==> src/rtl/hazard_ctrl_pkg.sv <==
// Shared constants and types for the pipeline hazard controller.
// The forwarding codes here are the same ones the datapath muxes decode.
//   FWD_GRF/FWD_E/FWD_M/FWD_W : forwarding-mux select encodings
//   TUSE_NONE                  : Tuse value for an operand that is never read
//   hc_rec_t                   : one in-flight GRF-write record (dst, tnew, md flags)
package hazard_ctrl_pkg;

    localparam logic [1:0] FWD_GRF   = 2'd0;
    localparam logic [1:0] FWD_E     = 2'd1;
    localparam logic [1:0] FWD_M     = 2'd2;
    localparam logic [1:0] FWD_W     = 2'd3;
    localparam logic [1:0] TUSE_NONE = 2'd3;

    typedef struct packed {
        logic [4:0] dst;     // 0 = slot does not write the GRF
        logic [1:0] tnew;    // cycles until the result exists
        logic       md;      // slot holds a mult/div start
        logic       md_div;  // qualifies md: 1 = div, 0 = mult
    } hc_rec_t;

    // True when a slot writes reg s and the value is ready to bypass.
    function automatic logic rec_ready(input hc_rec_t r, input logic [4:0] s);
        return (r.dst != 5'd0) && (r.dst == s) && (r.tnew == 2'd0);
    endfunction

endpackage

==> src/rtl/hazard_ctrl_stage_rec.sv <==
// One pipeline record of the hazard scoreboard.
//   clk, reset : clock, synchronous active-high reset (clears the record)
//   rec_in     : record from the previous stage
//   bubble     : load an all-zero record instead of rec_in
//   dec        : decrement tnew while passing (saturating at 0)
//   rec_out    : registered record
module hc_stage_rec
    import hazard_ctrl_pkg::*;
(
    input  logic    clk,
    input  logic    reset,
    input  hc_rec_t rec_in,
    input  logic    bubble,
    input  logic    dec,
    output hc_rec_t rec_out
);

    hc_rec_t rec_d;
    hc_rec_t rec_q;

    always_comb begin
        rec_d = rec_in;
        if (dec && (rec_in.tnew != 2'd0)) begin
            rec_d.tnew = rec_in.tnew - 2'd1;
        end
        if (bubble) begin
            rec_d = '0;
        end
    end

    always_ff @(posedge clk) begin
        if (reset) begin
            rec_q <= '0;
        end else begin
            rec_q <= rec_d;
        end
    end

    assign rec_out = rec_q;

endmodule

==> src/rtl/hazard_ctrl.sv <==
// Scoreboard-based stall/forwarding controller for the 5-stage pipeline.
// Tracks E/M/W GRF writes and the multi-cycle mult/div unit.
//   clk, reset          : clock, synchronous active-high reset
//   D_*                 : operand/dest/Tuse/Tnew/md info of the instruction in D
//   E_rs, E_rt, M_rt    : operand addresses read in E and M
//   stall               : freeze PC and F/D, bubble into E
//   fwd_D_rs/rt         : GRF / E / M
//   fwd_E_rs/rt         : pipe reg / M / W
//   fwd_M_rt            : pipe reg / W
//   md_busy             : mult/div counter nonzero
module hazard_ctrl
    import hazard_ctrl_pkg::*;
#(
    parameter int MULT_CYC = 5,
    parameter int DIV_CYC  = 10,
    parameter int CNT_W    = 4
) (
    input  logic       clk,
    input  logic       reset,
    input  logic [4:0] D_rs,
    input  logic [4:0] D_rt,
    input  logic [1:0] D_tuse_rs,
    input  logic [1:0] D_tuse_rt,
    input  logic [4:0] D_dst,
    input  logic [1:0] D_tnew,
    input  logic       D_md_start,
    input  logic       D_md_div,
    input  logic       D_md_use,
    input  logic [4:0] E_rs,
    input  logic [4:0] E_rt,
    input  logic [4:0] M_rt,
    output logic       stall,
    output logic [1:0] fwd_D_rs,
    output logic [1:0] fwd_D_rt,
    output logic [1:0] fwd_E_rs,
    output logic [1:0] fwd_E_rt,
    output logic       fwd_M_rt,
    output logic       md_busy
);

    hc_rec_t d_rec, e_rec, m_rec, w_rec;
    logic [CNT_W-1:0] cnt_d, cnt_q;
    logic grf_stall, md_stall;

    assign d_rec = '{dst: D_dst, tnew: D_tnew, md: D_md_start, md_div: D_md_div};

    hc_stage_rec u_rec_e (.clk(clk), .reset(reset), .rec_in(d_rec), .bubble(stall),
                          .dec(1'b0), .rec_out(e_rec));
    hc_stage_rec u_rec_m (.clk(clk), .reset(reset), .rec_in(e_rec), .bubble(1'b0),
                          .dec(1'b1), .rec_out(m_rec));
    // W also decrements so a load (tnew 2 in E) arrives in W ready to bypass.
    hc_stage_rec u_rec_w (.clk(clk), .reset(reset), .rec_in(m_rec), .bubble(1'b0),
                          .dec(1'b1), .rec_out(w_rec));

    function automatic logic src_hazard(input logic [4:0] s, input logic [1:0] tuse,
                                        input hc_rec_t e, input hc_rec_t m);
        return (s != 5'd0) &&
               (((e.dst == s) && (e.tnew > tuse)) || ((m.dst == s) && (m.tnew > tuse)));
    endfunction

    always_comb begin
        grf_stall = src_hazard(D_rs, D_tuse_rs, e_rec, m_rec) ||
                    src_hazard(D_rt, D_tuse_rt, e_rec, m_rec);
        md_stall  = D_md_use && ((cnt_q != '0) || e_rec.md);
        stall     = grf_stall || md_stall;
    end

    // Counter loads while the start sits in E, so the E cycle plus the
    // countdown gives the full busy window seen by a waiting HI/LO user.
    always_comb begin
        cnt_d = cnt_q;
        if (e_rec.md) begin
            cnt_d = e_rec.md_div ? CNT_W'(DIV_CYC) : CNT_W'(MULT_CYC);
        end else if (cnt_q != '0) begin
            cnt_d = cnt_q - 1'b1;
        end
    end

    always_ff @(posedge clk) begin
        if (reset) begin
            cnt_q <= '0;
        end else begin
            cnt_q <= cnt_d;
        end
    end

    assign md_busy = (cnt_q != '0);

    always_comb begin
        fwd_D_rs = rec_ready(e_rec, D_rs) ? FWD_E : (rec_ready(m_rec, D_rs) ? FWD_M : FWD_GRF);
        fwd_D_rt = rec_ready(e_rec, D_rt) ? FWD_E : (rec_ready(m_rec, D_rt) ? FWD_M : FWD_GRF);
        fwd_E_rs = rec_ready(m_rec, E_rs) ? FWD_M : (rec_ready(w_rec, E_rs) ? FWD_W : FWD_GRF);
        fwd_E_rt = rec_ready(m_rec, E_rt) ? FWD_M : (rec_ready(w_rec, E_rt) ? FWD_W : FWD_GRF);
        fwd_M_rt = rec_ready(w_rec, M_rt);
    end

endmodule
==> config.mk <==
export PLATFORM = sky130hd
export DESIGN_NAME = hazard_ctrl
export DESIGN_NICKNAME = d
export VERILOG_FILES = /design/src/rtl/hazard_ctrl_pkg.sv /design/src/rtl/hazard_ctrl_stage_rec.sv /design/src/rtl/hazard_ctrl.sv
export SDC_FILE = /design/constraint.sdc
export NUM_CORES = 1
export LEC_CHECK = 0
export CAP_MARGIN = 20
export CORE_UTILIZATION = 25
export CTS_BUF_LIST = sky130_fd_sc_hd__clkbuf_16
export CTS_CLUSTER_DIAMETER = 60
export DETAILED_ROUTE_END_ITERATION = 10
export PLACE_DENSITY = 0.44
export SYNTH_ARGS = -nofsm -noshare
export SYNTH_HDL_FRONTEND = slang
export SYNTH_HIERARCHICAL = 1
export SYNTH_SLANG_ARGS = --single-unit
==> constraint.sdc <==
create_clock -name clk -period 3.1 [get_ports clk]
set_input_delay 0.62 -clock clk [delete_from_list [all_inputs] [get_ports clk]]
set_output_delay 0.62 -clock clk [all_outputs]
set_load 0.02 [all_outputs]
==> reports/metrics.cfg, run 1 <==
[route]
first_iter_violations=32
via_per_inst=4.09
wl_per_cell_um=12.0
remaining_drc_errors=0
top_layer=met4
vias=1557
dr.pass1.iters=3
met3_length_um=239
ant_nets=0
met1_length_um=2150
met2_length_um=2180
wl_um=4590

[timing]
tightest_slew_ns=0.512
slew_headroom=0.658
setup_violations=0
period_share=0.987
fmax_mhz=327
slew_violations=0
rsz0062_at_grt=true
fin_crit_ns=3.06
worst_slack_ns=0.0394
hold_ws_ns=0.536
skew_ns=0.00200
final-hold-violation-count=0

[setup_path]
crit_family=buffers and inverters
timing.rr.start=cnt_q[0]$_SDFFE_PP0N_
r2r_cells=9
path_buf_inv=2
arrival_ns=2.44
path_class=in2out
crit_path_max_incr_delay_ns=0.55
slowest_stage=or4_4
ff2ff_setup_slack_ns=0.89
worstPathRequired_ns=2.48
cp_max_fo=3
critPathMostFrequentCell=a211o_1
crit_path_start_kind=input port
endpoint_kind=output pin
path_cells=clkdlybuf4s50_1 > or4_4 > nor2_4 > a211o_1 > o21ai_1 > a211o_1 > clkdlybuf4s15_2
r2r_end=u_rec_e/rec_out[3]$_SDFF_PP0_

[logic_synthesis]
synth_area_um2=1910
avgSynthCellArea_um2=8.86
syn_inst=216
ys_warn_count=6

[hold_path]
min_path_type=reg2reg
min_from=u_rec_e/rec_out[8]$_SDFF_PP0_
hold_end=u_rec_m/rec_out[8]$_SDFF_PP0_
hold-path-cell-count=1

[power]
p_clk_frac=0.232
powerDensity_nw_per_um2=464
p_sw_mw=0.415
p_leak_nw=1.20
seqPwrFrac=0.356
swShare=0.329
p_comb_frac=0.412
intPower_mw=0.846
vdd_drop_max_mv=0.329

[finish]
area_growth_pct=42.1
nets=337
finish.instance_area_um2=2720
drive_above_1_share=0.124
stdcell_count=381
fin_util=0.371
n_antenna_cell=0

[clock_network]
cts_tree=yes
cts_hold_buf=0
clk_path_buf_depth=2
cts_setup_buffers=0
root_buffer=clkbuf_16
insertion_delay_ns=0.26
cts_max_level=1
cts_buffers=3
cts.sinks=27
clkSlewWorstSetupHoldPaths_ns=0.07

[place]
hpwl_um=3870
pre_cts_slack_ns=-0.333
io_buffers=51
dp.cells=377
place_area_um2=2620
gp_congestion=0.826

[floorplanning]
fp.coreArea_um2=7330
placementRows=31
die_h_um=89.5
start_util=0.261
die_x_um=89.5
pin_count=52
dieArea_um2=8010

[job]
maxCapViolations=0

[status]
status=finished, final reports clean

[grt]
grt_util_all_layers=0.122
grt_max_degree=15
grt_remaining_overflow=0
antenna_found_initial=0
grt_pass1_wl_um=7360
grt_pass1_vias=1583

stage by stage:
step	total power, mW	TNS [ns]
4_1_cts	1.28	-0.00703
2_1_floorplan	0.799	0
3_3_place_gp	0.982	-0.585
5_1_grt	1.37	-0.0421
6_report	1.26	0
3_5_place_dp	0.982	-0.503
sequential cells by signal (all words and copies together), names as in the netlist:
signal           count
u_rec_w/rec_out      7
u_rec_e/rec_out      9
cnt_q                4
u_rec_m/rec_out      7
power groups by stage:
stage / logic, mW / registers (mW) / clock network, mW
after floorplan: 0.360 / 0.439 / 0
after detailed placement: 0.524 / 0.458 / 0
after global routing: 0.589 / 0.459 / 0.324
after CTS: 0.526 / 0.450 / 0.305
final: 0.519 / 0.449 / 0.293
after global placement: 0.523 / 0.459 / 0
cells in the final DEF (no fill, tap or decap), types with 2 or more instances in the layout:
cell type,n
a21oi_1,4
clkdlybuf4s50_1,42
nor3_1,11
a211o_1,2
xor2_1,27
and2_1,17
xnor2_1,24
nand4_1,3
buf_4,12
nor2b_4,6
nor2b_1,3
o21a_1,4
dlymetal6s2s_1,3
inv_1,15
ha_1,13
nor2_1,13
nor2_2,3
o21ai_1,3
clkbuf_16,3
o21ai_0,2
nand2_1,6
dfxtp_1,27
or4_4,2
a211oi_1,2
nor3_2,4
dlygate4sd2_1,5
conb_1,7
nand3_1,6
or4_1,2
final cells by class:
cell class                      instances  area, um2
Tap cell                               99        124
Clock buffer                            3       75.1
Fill cell                             763       4610
Clock inverter                          1       3.75
Multi-Input combinational cell        174       1320
Inverter                               14       52.6
Timing Repair Buffer                   63        603
Sequential cell                        27        541
routing by layer:
| layer | track usage | up-vias |
|---|---|---|
| met5 | 0 | - |
| met4 | 0.0216 | 0 |
| met3 | 0.0295 | 2 |
| met2 | 0.221 | 38 |
| met1 | 0.148 | 678 |
| li1 | - | 839 |
repair_timing:
item | CTS | global route
setup endpoints to repair | 6 | 4
pin swaps | 0 | 1
resized for setup | 9 | 7
worst max-delay path by stage:
stage | from | end | slack [ns] | cells past startpoint
6_report | D_rt[2] | stall | 0.04 | 7
5_1_grt | D_rt[3] | stall | -0.04 | 7
4_1_cts | D_rt[2] | stall | -0.007 | 7
3_5_place_dp | D_rt[3] | stall | -0.33 | 7
3_3_place_gp | D_rt[3] | stall | -0.32 | 7
2_1_floorplan | D_rt[1] | stall | 0.74 | 5
No activity file was read; power rests on OpenSTA's default activity.
==> inputs of run 2 (changes only) <==
SETUP_SLACK_MARGIN = 0.02   (was default)
==> results of run 2 <==
Same layout as run 1: the final DEF is identical, and so are final timing and power.
==> inputs of run 3 (changes only) <==
CELL_PAD_IN_SITES_DETAIL_PLACEMENT = 0   (was default)
CELL_PAD_IN_SITES_GLOBAL_PLACEMENT = 1   (was default)
PLACE_DENSITY = 0.55   (was 0.44)
==> run 3 against run 2 <==
  * Hold slack got worse by 0.0042 ns
  * Critical path type unchanged
  * Fmax rose by 2.4%
  * Global-route usage rose by 0.91 points
  * Setup slack improved by 0.071 ns
  * Highest routed layer unchanged
  * Clock-buffer cell count unchanged
  * Largest power group unchanged
  * Core utilization shrank 0.085 points
  * Wire length increased by 2.0%
==> reports/metrics.cfg, run 3 (synthesized netlist as in run 1, its figures left out) <==
[status]
status=finished, final reports clean

[floorplanning]
placementRows=31  ; unchanged
fp.coreArea_um2=7330  ; unchanged
pin_count=52  ; unchanged
die_h_um=89.5  ; unchanged
die_x_um=89.5  ; unchanged
dieArea_um2=8010  ; unchanged
start_util=0.261  ; unchanged

[grt]
antenna_found_initial=0  ; unchanged
grt_max_degree=16  ; +1
grt_util_all_layers=0.131  ; +0.00906
grt_remaining_overflow=0  ; unchanged
grt_pass1_wl_um=7920  ; +7.6%
grt_pass1_vias=1691  ; +6.8%

[setup_path]
path_class=in2out
critPathMostFrequentCell=a211o_1
ff2ff_setup_slack_ns=0.79  ; -0.10 ns
crit_path_max_incr_delay_ns=0.54  ; about the same
endpoint_kind=output pin
cp_max_fo=2  ; -1
arrival_ns=2.37  ; -0.07 ns
path_cells=clkdlybuf4s50_1 > or4_4 > nor2_2 > a211o_1 > o21ai_1 > a211o_1 > buf_2
path_buf_inv=2  ; unchanged
crit_path_start_kind=input port
slowest_stage=or4_4
crit_family=simple AND/OR/NAND/NOR gates
worstPathRequired_ns=2.48  ; about the same

[route]
wl_um=4680  ; +2.0%
via_per_inst=4.06  ; -0.65%
vias=1551  ; -0.39%
dr.pass1.iters=4  ; +1
ant_nets=0  ; unchanged
remaining_drc_errors=0  ; unchanged
first_iter_violations=35  ; +9.4%
wl_per_cell_um=12.3  ; +1.8%

[clock_network]
clkSlewWorstSetupHoldPaths_ns=0.07  ; about the same
cts.sinks=27  ; unchanged
root_buffer=clkbuf_16
insertion_delay_ns=0.26  ; about the same
cts_hold_buf=0  ; unchanged
cts_tree=yes
cts_buffers=3  ; unchanged
cts_setup_buffers=0  ; unchanged
clk_path_buf_depth=2  ; unchanged
cts_max_level=1  ; unchanged

[timing]
rsz0062_at_grt=false
tightest_slew_ns=0.535  ; +0.0230 ns
slew_headroom=0.642  ; -0.0154
fin_crit_ns=2.99  ; -0.0710 ns
period_share=0.964  ; -0.0229
setup_violations=0  ; unchanged
final-hold-violation-count=0  ; unchanged
worst_slack_ns=0.110  ; +0.0710 ns
slew_violations=0  ; unchanged
fmax_mhz=334  ; +2.4%
skew_ns=0.00238  ; +0.000383 ns

[finish]
finish.instance_area_um2=2710  ; -0.23%
nets=338  ; +0.30%
largest_reg_flops=9  ; unchanged
stdcell_count=382  ; +0.26%
fin_util=0.370  ; -0.000853
drive_above_1_share=0.127  ; +0.00310
n_antenna_cell=0  ; unchanged
final_cell_mix=clkdlybuf4s50_1, xor2_1, dfxtp_1
final_common_cell=clkdlybuf4s50_1
area_growth_pct=41.8

[power]
vdd_drop_max_mv=0.328  ; -0.54%
p_sw_mw=0.424  ; +2.3%
intPower_mw=0.844  ; -0.23%
swShare=0.334  ; +0.00544
p_comb_frac=0.408  ; -0.004
powerDensity_nw_per_um2=467  ; +0.82%
seqPwrFrac=0.357  ; about the same
p_clk_frac=0.235  ; +0.003
power_mw=1.27  ; +0.59%
p_leak_nw=1.20  ; +0.44%

[place]
gp_congestion=0.792  ; -4.1%
place_area_um2=2630  ; +0.29%
hpwl_um=3910  ; +1.0%
pre_cts_slack_ns=-0.328  ; +0.00514 ns
dp.cells=378  ; +0.27%
io_buffers=51  ; unchanged

[job]
maxCapViolations=0  ; unchanged

[hold_path]
min_path_type=reg2reg

[run 3: stage by stage]
step | hold slack, ns | setup TNS (ns)
after CTS | 0.537 | -0.0209
after global routing | 0.552 | 0
after detailed placement | 0.528 | -0.531
after global placement | 0.520 | -0.538
final | 0.532 | 0
after floorplan | 0.424 | 0
[run 3: repair_timing]
action	4_1_cts	5_1_grt
pin swaps	0	1
resized for setup	10	6
setup endpoints to repair	7	3
[run 3: worst paths after layout]
path                                 start                            end  depth (start not counted)
max                                D_rt[1]                          stall                          7
min          u_rec_e/rec_out[4]$_SDFF_PP0_  u_rec_m/rec_out[4]$_SDFF_PP0_                          1
max reg2reg          cnt_q[1]$_SDFFE_PP0N_  u_rec_e/rec_out[1]$_SDFF_PP0_                          9
min reg2reg  u_rec_e/rec_out[4]$_SDFF_PP0_  u_rec_m/rec_out[4]$_SDFF_PP0_                          1
[run 3: final cells by class]
cell class | instances | area (um2)
Tap cell | 99 | 124
Clock inverter | 1 | 5.00
Timing Repair Buffer | 64 | 606
Clock buffer | 3 | 75.1
Multi-Input combinational cell | 174 | 1310
Inverter | 14 | 52.6
Sequential cell | 27 | 541
Fill cell | 758 | 4620
[run 3: power groups by stage]
stage               Sequential (mW)  Combinational [mW]  Clock, mW
floorplan                     0.439               0.360          0
global placement              0.461               0.525          0
detailed placement            0.460               0.529          0
CTS                           0.452               0.529      0.308
global route                  0.462               0.572      0.328
finish                        0.453               0.517      0.298
[run 3: routing by layer]
layer / vias to the layer above / routed length (um) / GRT usage
met5: - / 0 / 0
met4: 0 / 38 / 0.0346
met3: 4 / 229 / 0.0194
met2: 41 / 2200 / 0.232
met1: 663 / 2220 / 0.165
li1: 843 / - / -
